===== src/rtl/div_request_sequencer.sv =====
// Request FIFO + sequencer that feeds a multi-cycle divider and holds its result for a ready/valid sink.
// Optional DIV_BY_ZERO_CHECK_EN: zero divisors bypass the divider and return all-ones / dividend.
module div_request_sequencer #(
    parameter int WIDTH      = 32,
    parameter int FIFO_DEPTH = 2
) (
    input  logic             clk,
    input  logic             Reset,
    input  logic             In_valid,
    output logic             In_ready,
    input  logic [WIDTH-1:0] Dividend,
    input  logic [WIDTH-1:0] Divisor,
    output logic             Div_Reset,
    output logic             Div_Run,
    input  logic             Div_Ready,
    output logic [WIDTH-1:0] Div_Dividend,
    output logic [WIDTH-1:0] Div_Divisor,
    input  logic [WIDTH-1:0] Div_Quotient,
    input  logic [WIDTH-1:0] Div_Remainder,
    output logic             Out_valid,
    input  logic             Out_ready,
    output logic [WIDTH-1:0] Quotient,
    output logic [WIDTH-1:0] Remainder,
    output logic             Div_zero,
    output logic             Busy
);
    localparam int PTR_W = (FIFO_DEPTH > 1) ? $clog2(FIFO_DEPTH) : 1;
    localparam int CNT_W = $clog2(FIFO_DEPTH + 1);

    typedef struct packed {
        logic [WIDTH-1:0] dividend;
        logic [WIDTH-1:0] divisor;
    } req_t;

    typedef enum logic [1:0] {IDLE, LOAD, RUN, HOLD} state_t;

    state_t           state, state_next;
    req_t             fifo_mem [FIFO_DEPTH];
    logic [PTR_W-1:0] wr_ptr, rd_ptr;
    logic [CNT_W-1:0] count;
    req_t             head, operand;
    logic [WIDTH-1:0] quo_q, rem_q;
    logic             out_valid_q;
    logic             fifo_empty, push, pop, capture, release_res, head_zero, zero_pop;

    function automatic logic [PTR_W-1:0] ptr_inc(input logic [PTR_W-1:0] p);
        return (p == PTR_W'(FIFO_DEPTH - 1)) ? '0 : p + PTR_W'(1);
    endfunction

    assign head       = fifo_mem[rd_ptr];
    assign fifo_empty = (count == '0);
    assign In_ready   = !Reset && (count < CNT_W'(FIFO_DEPTH));
    assign push       = In_valid && In_ready;
    assign zero_pop   = pop && head_zero;

    // Request FIFO
    always_ff @(posedge clk) begin
        if (push) fifo_mem[wr_ptr] <= {Dividend, Divisor};
    end

    always_ff @(posedge clk) begin
        if (Reset) begin
            wr_ptr <= '0;
            rd_ptr <= '0;
            count  <= '0;
        end else begin
            if (push) wr_ptr <= ptr_inc(wr_ptr);
            if (pop)  rd_ptr <= ptr_inc(rd_ptr);
            case ({push, pop})
                2'b10:   count <= count + CNT_W'(1);
                2'b01:   count <= count - CNT_W'(1);
                default: count <= count;
            endcase
        end
    end

    always_ff @(posedge clk) begin
        if (Reset) state <= IDLE;
        else       state <= state_next;
    end

    always_comb begin
        state_next  = state;
        pop         = 1'b0;
        capture     = 1'b0;
        release_res = 1'b0;
        case (state)
            IDLE: if (!fifo_empty) begin
                pop        = 1'b1;
                state_next = head_zero ? HOLD : LOAD;
            end
            LOAD: state_next = RUN;
            RUN: if (Div_Ready) begin
                capture    = 1'b1;
                state_next = HOLD;
            end
            HOLD: if (Out_ready) begin
                release_res = 1'b1;
                if (!fifo_empty) begin
                    pop        = 1'b1;
                    state_next = head_zero ? HOLD : LOAD;
                end else begin
                    state_next = IDLE;
                end
            end
            default: state_next = IDLE;
        endcase
    end

    // A zero-divisor pop in HOLD overrides the release so the new result appears back to back.
    always_ff @(posedge clk) begin
        if (Reset) begin
            operand     <= '0;
            quo_q       <= '0;
            rem_q       <= '0;
            out_valid_q <= 1'b0;
        end else begin
            if (pop) operand <= head;
            if (release_res) out_valid_q <= 1'b0;
            if (capture) begin
                quo_q       <= Div_Quotient;
                rem_q       <= Div_Remainder;
                out_valid_q <= 1'b1;
            end
            if (zero_pop) begin
                quo_q       <= '1;
                rem_q       <= head.dividend;
                out_valid_q <= 1'b1;
            end
        end
    end

`ifdef DIV_BY_ZERO_CHECK_EN
    logic div_zero_q;

    always_ff @(posedge clk) begin
        if (Reset)            div_zero_q <= 1'b0;
        else if (zero_pop)    div_zero_q <= 1'b1;
        else if (release_res) div_zero_q <= 1'b0;
    end

    assign head_zero = (head.divisor == '0);
    assign Div_zero  = div_zero_q && !Reset;
`else
    assign head_zero = 1'b0;
    assign Div_zero  = 1'b0;
`endif

    assign Div_Dividend = operand.dividend;
    assign Div_Divisor  = operand.divisor;
    assign Div_Reset    = Reset || (state == LOAD);
    assign Div_Run      = !Reset && (state == RUN);
    assign Busy         = !Reset && (state != IDLE);
    assign Out_valid    = out_valid_q && !Reset;
    assign Quotient     = quo_q;
    assign Remainder    = rem_q;
endmodule


===== config.mk =====
export PLATFORM = sky130hd
export DESIGN_NAME = div_request_sequencer
export DESIGN_NICKNAME = d
export VERILOG_FILES = /design/src/rtl/div_request_sequencer.sv
export SDC_FILE = /design/constraint.sdc
export NUM_CORES = 1
export LEC_CHECK = 0
export ABC_AREA = 1
export CORE_MARGIN = 2
export CORE_UTILIZATION = 30
export DETAILED_ROUTE_END_ITERATION = 7
export PLACE_DENSITY = 0.55
export SLEW_MARGIN = 20
export SYNTH_ARGS = -nofsm -noshare
export SYNTH_HDL_FRONTEND = slang
export SYNTH_SLANG_ARGS = --single-unit

===== constraint.sdc =====
create_clock -name clk -period 7.3 [get_ports clk]
set_input_delay 1.095 -clock clk [delete_from_list [all_inputs] [get_ports clk]]
set_output_delay 1.095 -clock clk [all_outputs]
set_load 0.02 [all_outputs]

==> reports/metrics.yaml, run 1 <==
critical_path:
  arrival_ns: 2.74
  start_kind: "input port"
  worstPathRequired_ns: 6.20
  crit_fanout: 11
  path_cells: "clkdlybuf4s50_1 > nor2_1 > clkdlybuf4s50_1"
  cp_slowest_cell: "clkdlybuf4s50_1"
  crit_top_cell: "clkdlybuf4s50_1"
  path_class: "in2out"
  cp-end-kind: "primary output"
  slowest_delay_ns: 0.69
sta:
  post-route-period-util_pct: 52.6
  grt_setup_unrepaired: "false"
  fin_ws_ns: 3.46
  clock_skew_ns: 0.0166
  slew_violations: 0
  setup_viol: 0
  hold_viol_final: 0
  setup_tns_ns: 0
  finalCriticalPeriod_ns: 3.84
  fmax_ghz: 0.260
  slew_headroom_pct: 37.2
  worstMarginPinSlew_ns: 0.942
logic_synthesis:
  yosysUniqueCellTypes: 23
  syn-instance-count: 960
  ys_seq_area_share_pct: 69.0
  syn_area_per_cell_um2: 9.89
  yosysWarnings: 0
  netlist_area_um2: 9490
  synth-seq-cells: 263
  syn_nets: 1099
placement:
  preCtsSetupSlack_ns: 3.45
  globalplace.congestion: 0.778
  dp_hpwl_um: 15000
  port_buffers: 265
cts:
  cts_tree: "built"
  cts_resized: 0
  h-tree-depth: 1
  ctsHoldBuffers: 0
  cts.sinks: 263
  post_cts_buffers: 0
  cts-root-buf: "clkbuf_16"
  clock_latency_ns: 0.56
  clk_pin_slew_ns: 0.05
  cts_buffer_depth: 3
  cts_buffers: 30
status:
  status: "finished clean"
routing:
  drt_wl_total_um: 24900
  vias: 7187
  vias_per_cell: 4.40
  drtIter0Drc: 312
  wl_per_cell_um: 15.3
  firstDrtPassIters: 5
  ant_nets: 0
  drc: 0
hold_path:
  hp-class: "reg2reg"
layout:
  fin_util_pct: 42.6
  syn_to_final_growth_pct: 41.0
  multi_input_area_um2: 2610
  area.sequential_um2: 6550
  drive_above_1_share_pct: 4.88
  final_cell_mix: "clkdlybuf4s50_1, nor2_1, nand2_1"
  final_net_count: 1347
  final_common_cell: "clkdlybuf4s50_1"
  fill_cells: 3052
die:
  die_h_um: 182
  dieArea_um2: 33100
  core_um2: 31400
  ios: 267
  start_util_pct: 30.2
  fp-row-count: 65
  die_w_um: 182
global_route:
  grt_overflow: 0
  grt_pass1_vias: 6896
  grt_max_degree: 93
  grt_usage_pct: 14.7
  antenna_found_initial: 0
  grt_pass1_wl_um: 38200
run:
  maxCapViolations: 0
power:
  power.density_nw_per_um2: 353
  power_mw: 4.72
  peakVddDrop_mv: 0.182
  leakagePower_nw: 4.97
## per-layer routing
layer	up-vias	part of all wire [%]	global-route usage [%]
li1	3624	-	-
met2	240	46	25.1
met3	39	7.5	3.77
met1	3284	45	18.6
met4	0	2.3	3.52
met5	-	0	0
## per-stage QoR
stage | area (um2) | hold WS, ns | cells
after CTS | 13400 | 0.486 | 1632
after detailed placement | 12400 | 0.472 | 1578
final | 13400 | 0.479 | 1633
after global placement | 12400 | 0.461 | 1578
after global routing | 13400 | 0.505 | 1632
after floorplan | 9490 | 0.472 | 960
## report_power, final
part	total (mW)	internal, mW	leakage (nW)	switching [mW]
logic	1.40	0.555	2.24	0.848
registers	1.88	1.78	2.27	0.107
clock network	1.43	0.842	0.460	0.589
## synthesized netlist by cell type
cell      number  area share (%)
a21oi_1        5            0.26
buf_2         15            0.79
buf_4          1           0.079
buf_6          7            0.83
clkbuf_1      30             1.2
clkbuf_2       4            0.21
conb_1         1           0.040
dfxtp_1      135              28
edfxtp_1     128              41
ha_1           6            0.79
inv_1         13            0.51
inv_2          2           0.079
nand2_1      206             8.1
nand2_2        1           0.066
nand3_1        3            0.16
nor2_1       265              10
nor2_2         2            0.13
nor3_1         1           0.053
o21ai_0      125             6.6
o21ai_1        7            0.37
o21bai_1       1           0.079
or2_2          1           0.066
xor2_1         1           0.092
## cell families after synthesis
kind of cell | after synthesis | share of synthesized area (%)
AND/OR/NAND/NOR | 479 | 19.1
other | 1 | 0.0395
flip-flops | 263 | 69.0
XOR/XNOR | 1 | 0.0923
AO/OA/AOI/OAI | 138 | 7.30
buffers and inverters | 72 | 3.69
adder cells (fa/ha/maj) | 6 | 0.791
## registers in the layout, summed over array words and instances (netlist names), 2 cells and up
register      flops
Quotient         32
fifo_mem        128
count             2
state             2
Remainder        32
Div_Divisor      32
Div_Dividend     32
## area by class of cell
class,instances,share of cell area [%]
clock buffers,44,6.39
well taps,402,3.76
inverters,15,0.449
repair buffers,273,20.3
diodes,1,0.0187
flip-flops and latches,263,48.9
clock inverters,10,0.655
multi-input cells,625,19.5
## path summary, 6_finish.rpt
| check | start | to | slack, ns | cells past startpoint |
|---|---|---|---|---|
| max | Reset | In_ready | 3.46 | 3 |
| min | Div_Dividend[18] | Div_Dividend[18] | 0.48 | 2 |
| max reg2reg | state[0] | Div_Divisor[2] | 4.88 | 9 |
| min reg2reg | Div_Dividend[18] | Div_Dividend[18] | 0.48 | 2 |
## critical path, delay by kind of cell
kind / cells / cell delay [ns]
simple gates: 1 / 0.30
buf+inv: 2 / 1.35
No activity file was read; power rests on OpenSTA's default activity.
==> inputs of run 2 (changes only) <==
==> constraint.sdc (replaced) <==
create_clock -name clk -period 4 [get_ports clk]
set_input_delay 0.6 -clock clk [delete_from_list [all_inputs] [get_ports clk]]
set_output_delay 0.6 -clock clk [all_outputs]
set_load 0.02 [all_outputs]
==> run 2 against run 1 <==
Against the previous run: worst hold slack barely moved; wire length fell by 0.89%; register-to-register slack got worse by 3.2 ns; worst setup slack got worse by 2.3 ns; cell count rose by 0.24%; flip-flop and latch count did not move; via count fell by 0.31%; combinational power rose by 83%; critical path type unchanged; largest power group unchanged.
==> reports/metrics.yaml, run 2 (same netlist as run 1, synthesis figures left out) <==
status:
  status: "finished clean"
layout:
  finalNonFillerCells: 1637
  regMostFlops: "fifo_mem"
  drive_above_1_share_pct: 5.52
  largest_register_ffs: 128
  final_net_count: 1351
  final_cell_mix: "clkdlybuf4s50_1, nor2_1, nand2_1"
  final_common_cell: "clkdlybuf4s50_1"
  syn_to_final_growth_pct: 41.6
run:
  maxCapViolations: 0
cts:
  h-tree-depth: 1
  cts.sinks: 263
  post_cts_buffers: 0
  cts_buffers: 30
  clock_latency_ns: 0.56
  ctsHoldBuffers: 0
  cts_resized: 0
  cts_tree: "built"
  cts-root-buf: "clkbuf_16"
  cts_buffer_depth: 3
  clk_pin_slew_ns: 0.05
die:
  die_h_um: 182
  fp-row-count: 65
  die_w_um: 182
  ios: 267
  start_util_pct: 30.2
  dieArea_um2: 33100
  core_um2: 31400
sta:
  setup_viol: 0
  finalCriticalPeriod_ns: 2.80
  hold-worst-slack_ns: 0.479
  post-route-period-util_pct: 69.9
  setup_tns_ns: 0
  slew_headroom_pct: 42.8
  hold_viol_final: 0
  fmax_ghz: 0.357
  worstMarginPinSlew_ns: 0.858
  grt_setup_unrepaired: "false"
  slew_violations: 0
  clock_skew_ns: 0.0193
critical_path:
  path_cells: "clkdlybuf4s50_1 > nor2_1 > clkdlybuf4s50_1"
  cp-end-kind: "primary output"
  slowest_delay_ns: 0.66
  crit_fanout: 11
  path_class: "in2out"
  arrival_ns: 2.20
  start_kind: "input port"
  crit_top_cell: "clkdlybuf4s50_1"
  worstPathRequired_ns: 3.40
  cp_slowest_cell: "clkdlybuf4s50_1"
routing:
  drt_wl_total_um: 24700
  firstDrtPassIters: 6
  ant_nets: 0
  vias: 7165
  wl_per_cell_um: 15.1
  drc: 0
  vias_per_cell: 4.38
  drtIter0Drc: 287
placement:
  dp.cells: 1582
  globalplace.congestion: 0.732
  dp_hpwl_um: 15300
  port_buffers: 265
global_route:
  grt_pass1_wl_um: 37900
  grt_pass1_vias: 6694
  grt_max_degree: 85
  grt_usage_pct: 14.5
  antenna_found_initial: 2
  grt_overflow: 0
hold_path:
  hp-class: "reg2reg"
power:
  peakVddDrop_mv: 0.335
  power_mw: 8.66
  leakagePower_nw: 5.01
  power.density_nw_per_um2: 644
[run 2: cell count changes in the layout (fill, tap and decap cells not counted), moves of 2 or more]
cell,delta
buf_4,+4
clkinv_1,-3
clkbuf_1,-2
clkinv_2,+2
[run 2: per-stage QoR]
step | utilization [%] | worst slack, ns | cell area [um2]
finish | 42.8 | 1.20 | 13400
global route | 42.8 | 1.12 | 13400
CTS | 42.8 | 1.16 | 13400
detailed placement | 39.7 | 1.11 | 12500
global placement | 39.7 | 1.13 | 12500
floorplan | - | 0.565 | 9500
[run 2: metal layers]
| layer | vias to the layer above | wire length, um | GRT usage, % |
|---|---|---|---|
| met5 | - | 13 | 0 |
| met4 | 2 | 517 | 3.42 |
| met3 | 36 | 1950 | 4.77 |
| met2 | 238 | 11000 | 23.7 |
| met1 | 3265 | 11300 | 18.6 |
| li1 | 3624 | - | - |
[run 2: path summary, 6_finish.rpt]
path	cells after the start	endpoint	slack [ns]	startpoint
setup reg to reg	13	count[1]	1.73	state[0]
hold / removal	2	Remainder[20]	0.48	Remainder[20]
hold reg to reg	2	Remainder[20]	0.48	Remainder[20]
setup / recovery	3	In_ready	1.20	Reset
[run 2: worst max-delay path: cells and delay by family]
kind                   cells  cell delay, ns
AND/OR/NAND/NOR            1            0.27
buffers and inverters      2            1.31
[run 2: final cells by class]
cell class                 count  area (um2)
antenna                        2        5.00
tap                          402         503
inverter                      15        60.1
clock inverter                11         135
sequential                   263        6550
timing repair buffer         277        2740
fill                        3083       18000
clock buffer                  42         836
multi-input combinational    625        2610
[run 2: where the power goes]
part	internal, mW	switching [mW]	total [mW]
clock	1.58	1.08	2.66
combinational	1.02	1.54	2.56
sequential	3.24	0.191	3.43
==> inputs of run 3 (changes only) <==
==> constraint.sdc (replaced) <==
create_clock -name clk -period 2.65 [get_ports clk]
set_input_delay 0.3975 -clock clk [delete_from_list [all_inputs] [get_ports clk]]
set_output_delay 0.3975 -clock clk [all_outputs]
set_load 0.02 [all_outputs]
==> run 3 against run 2 <==
Against the previous run: critical endpoint is now Div_Run; worst setup slack got worse by 1.1 ns; clock power rose by 55%; sequential share of layout area fell by 0.88 points; largest power group unchanged; global-route usage grew 0.57 points; cell count increased by 0.73%; first-iteration DRC count up 4.9%; critical path type is now reg2out.
==> reports/metrics.yaml, run 3 (same netlist as run 1, synthesis figures left out) <==
status:
  status: "finished clean"
cts:
  clock_latency_ns: 0.55
  post_cts_buffers: 0
  cts.sinks: 263
  cts_resized: 0
  cts_tree: "built"
  cts_buffer_depth: 3
  cts_buffers: 30
  clk_pin_slew_ns: 0.06
  ctsHoldBuffers: 0
  h-tree-depth: 1
  cts-root-buf: "clkbuf_16"
sta:
  clock_skew_ns: 0.0151
  slew_violations: 0
  grt_setup_unrepaired: "false"
  post-route-period-util_pct: 94.7
  fmax_ghz: 0.398
  finalCriticalPeriod_ns: 2.51
  slew_headroom_pct: 47.9
  setup_viol: 0
  worstMarginPinSlew_ns: 0.781
  hold_viol_final: 0
  fin_ws_ns: 0.139
critical_path:
  start_kind: "flip-flop"
  arrival_ns: 2.11
  worstPathRequired_ns: 2.25
  reg2reg_slack_ns: 0.60
  crit_fanout: 5
  cp-end-kind: "primary output"
  path_class: "reg2out"
routing:
  firstDrtPassIters: 4
  drc: 0
  drt_wl_total_um: 25200
  vias_per_cell: 4.41
  drtIter0Drc: 301
  wl_per_cell_um: 15.3
  ant_nets: 0
  vias: 7268
layout:
  largest_register_ffs: 128
  drive_above_1_share_pct: 6.82
  syn_to_final_growth_pct: 44.2
  final_cell_area_um2: 13700
  regMostFlops: "fifo_mem"
  final_cell_mix: "clkdlybuf4s50_1, nor2_1, nand2_1"
  final_net_count: 1362
  final_common_cell: "clkdlybuf4s50_1"
  finalNonFillerCells: 1649
  num_antenna_cells: 0
power:
  power.density_nw_per_um2: 969
  leakagePower_nw: 5.14
  peakVddDrop_mv: 0.566
die:
  fp-row-count: 65
  dieArea_um2: 33100
  ios: 267
  start_util_pct: 30.2
  core_um2: 31400
  die_h_um: 182
  die_w_um: 182
placement:
  dp_hpwl_um: 15900
  place_area_um2: 12700
  globalplace.congestion: 0.732
  preCtsSetupSlack_ns: 0.316
  port_buffers: 265
  dp.cells: 1593
global_route:
  grt_pass1_vias: 7040
  grt_usage_pct: 15.0
  grt_max_degree: 88
  grt_overflow: 0
  antenna_found_initial: 0
  grt_pass1_wl_um: 39400
hold_path:
  hp-class: "in2reg"
run:
  maxCapViolations: 0
==> run 3: final timing paths <==
kind	start	end	depth (start not counted)
min	Divisor[10]	fifo_mem[0][10]	1
min reg2reg	Div_Divisor[10]	Div_Divisor[10]	2
max	state[0]	Div_Run	5
max reg2reg	state[0]	Div_Dividend[29]	8
==> run 3: layout make-up <==
| type | count | area (um2) |
|---|---|---|
| sequential | 263 | 6550 |
| timing repair buffer | 288 | 2960 |
| clock inverter | 11 | 96.3 |
| inverter | 15 | 57.6 |
| clock buffer | 45 | 908 |
| tap | 402 | 503 |
| multi-input combinational | 625 | 2610 |
| fill | 2968 | 17700 |
==> run 3: metal layers <==
layer,GRT usage (%),share of wire [%],vias to the layer above
li1,-,-,3655
met1,19.5,44,3301
met2,24.4,45,269
met3,4.39,8.5,43
met4,4.48,2.5,0
met5,0,0,-
==> run 3: power by group <==
part           internal, mW  leakage (nW)  total (mW)  switching (mW)
Combinational          1.63          2.36        3.98            2.35
Clock                  2.46         0.500        4.11            1.64
Sequential             4.89          2.27        5.17           0.283
Total                  8.98          5.14        13.3            4.28
==> run 3: metrics by stage <==
stage               total power [mW]  util, %  hold slack (ns)  setup TNS (ns)
floorplan                       7.69        -            0.472          -73.79
finish                          13.3     43.6            0.422               0
global route                    14.1     43.6            0.398               0
detailed placement              9.33     40.4            0.472               0
CTS                             13.5     43.6            0.388               0
global placement                9.29     40.4            0.461               0
==> run 3: critical path, stage by stage, from the launching register on <==
cell and delay [ns]:
dfxtp_1 0.35, inv_1 0.13, ha_1 0.23, inv_1 0.05, nor2_1 0.17, clkdlybuf4s50_1 0.64
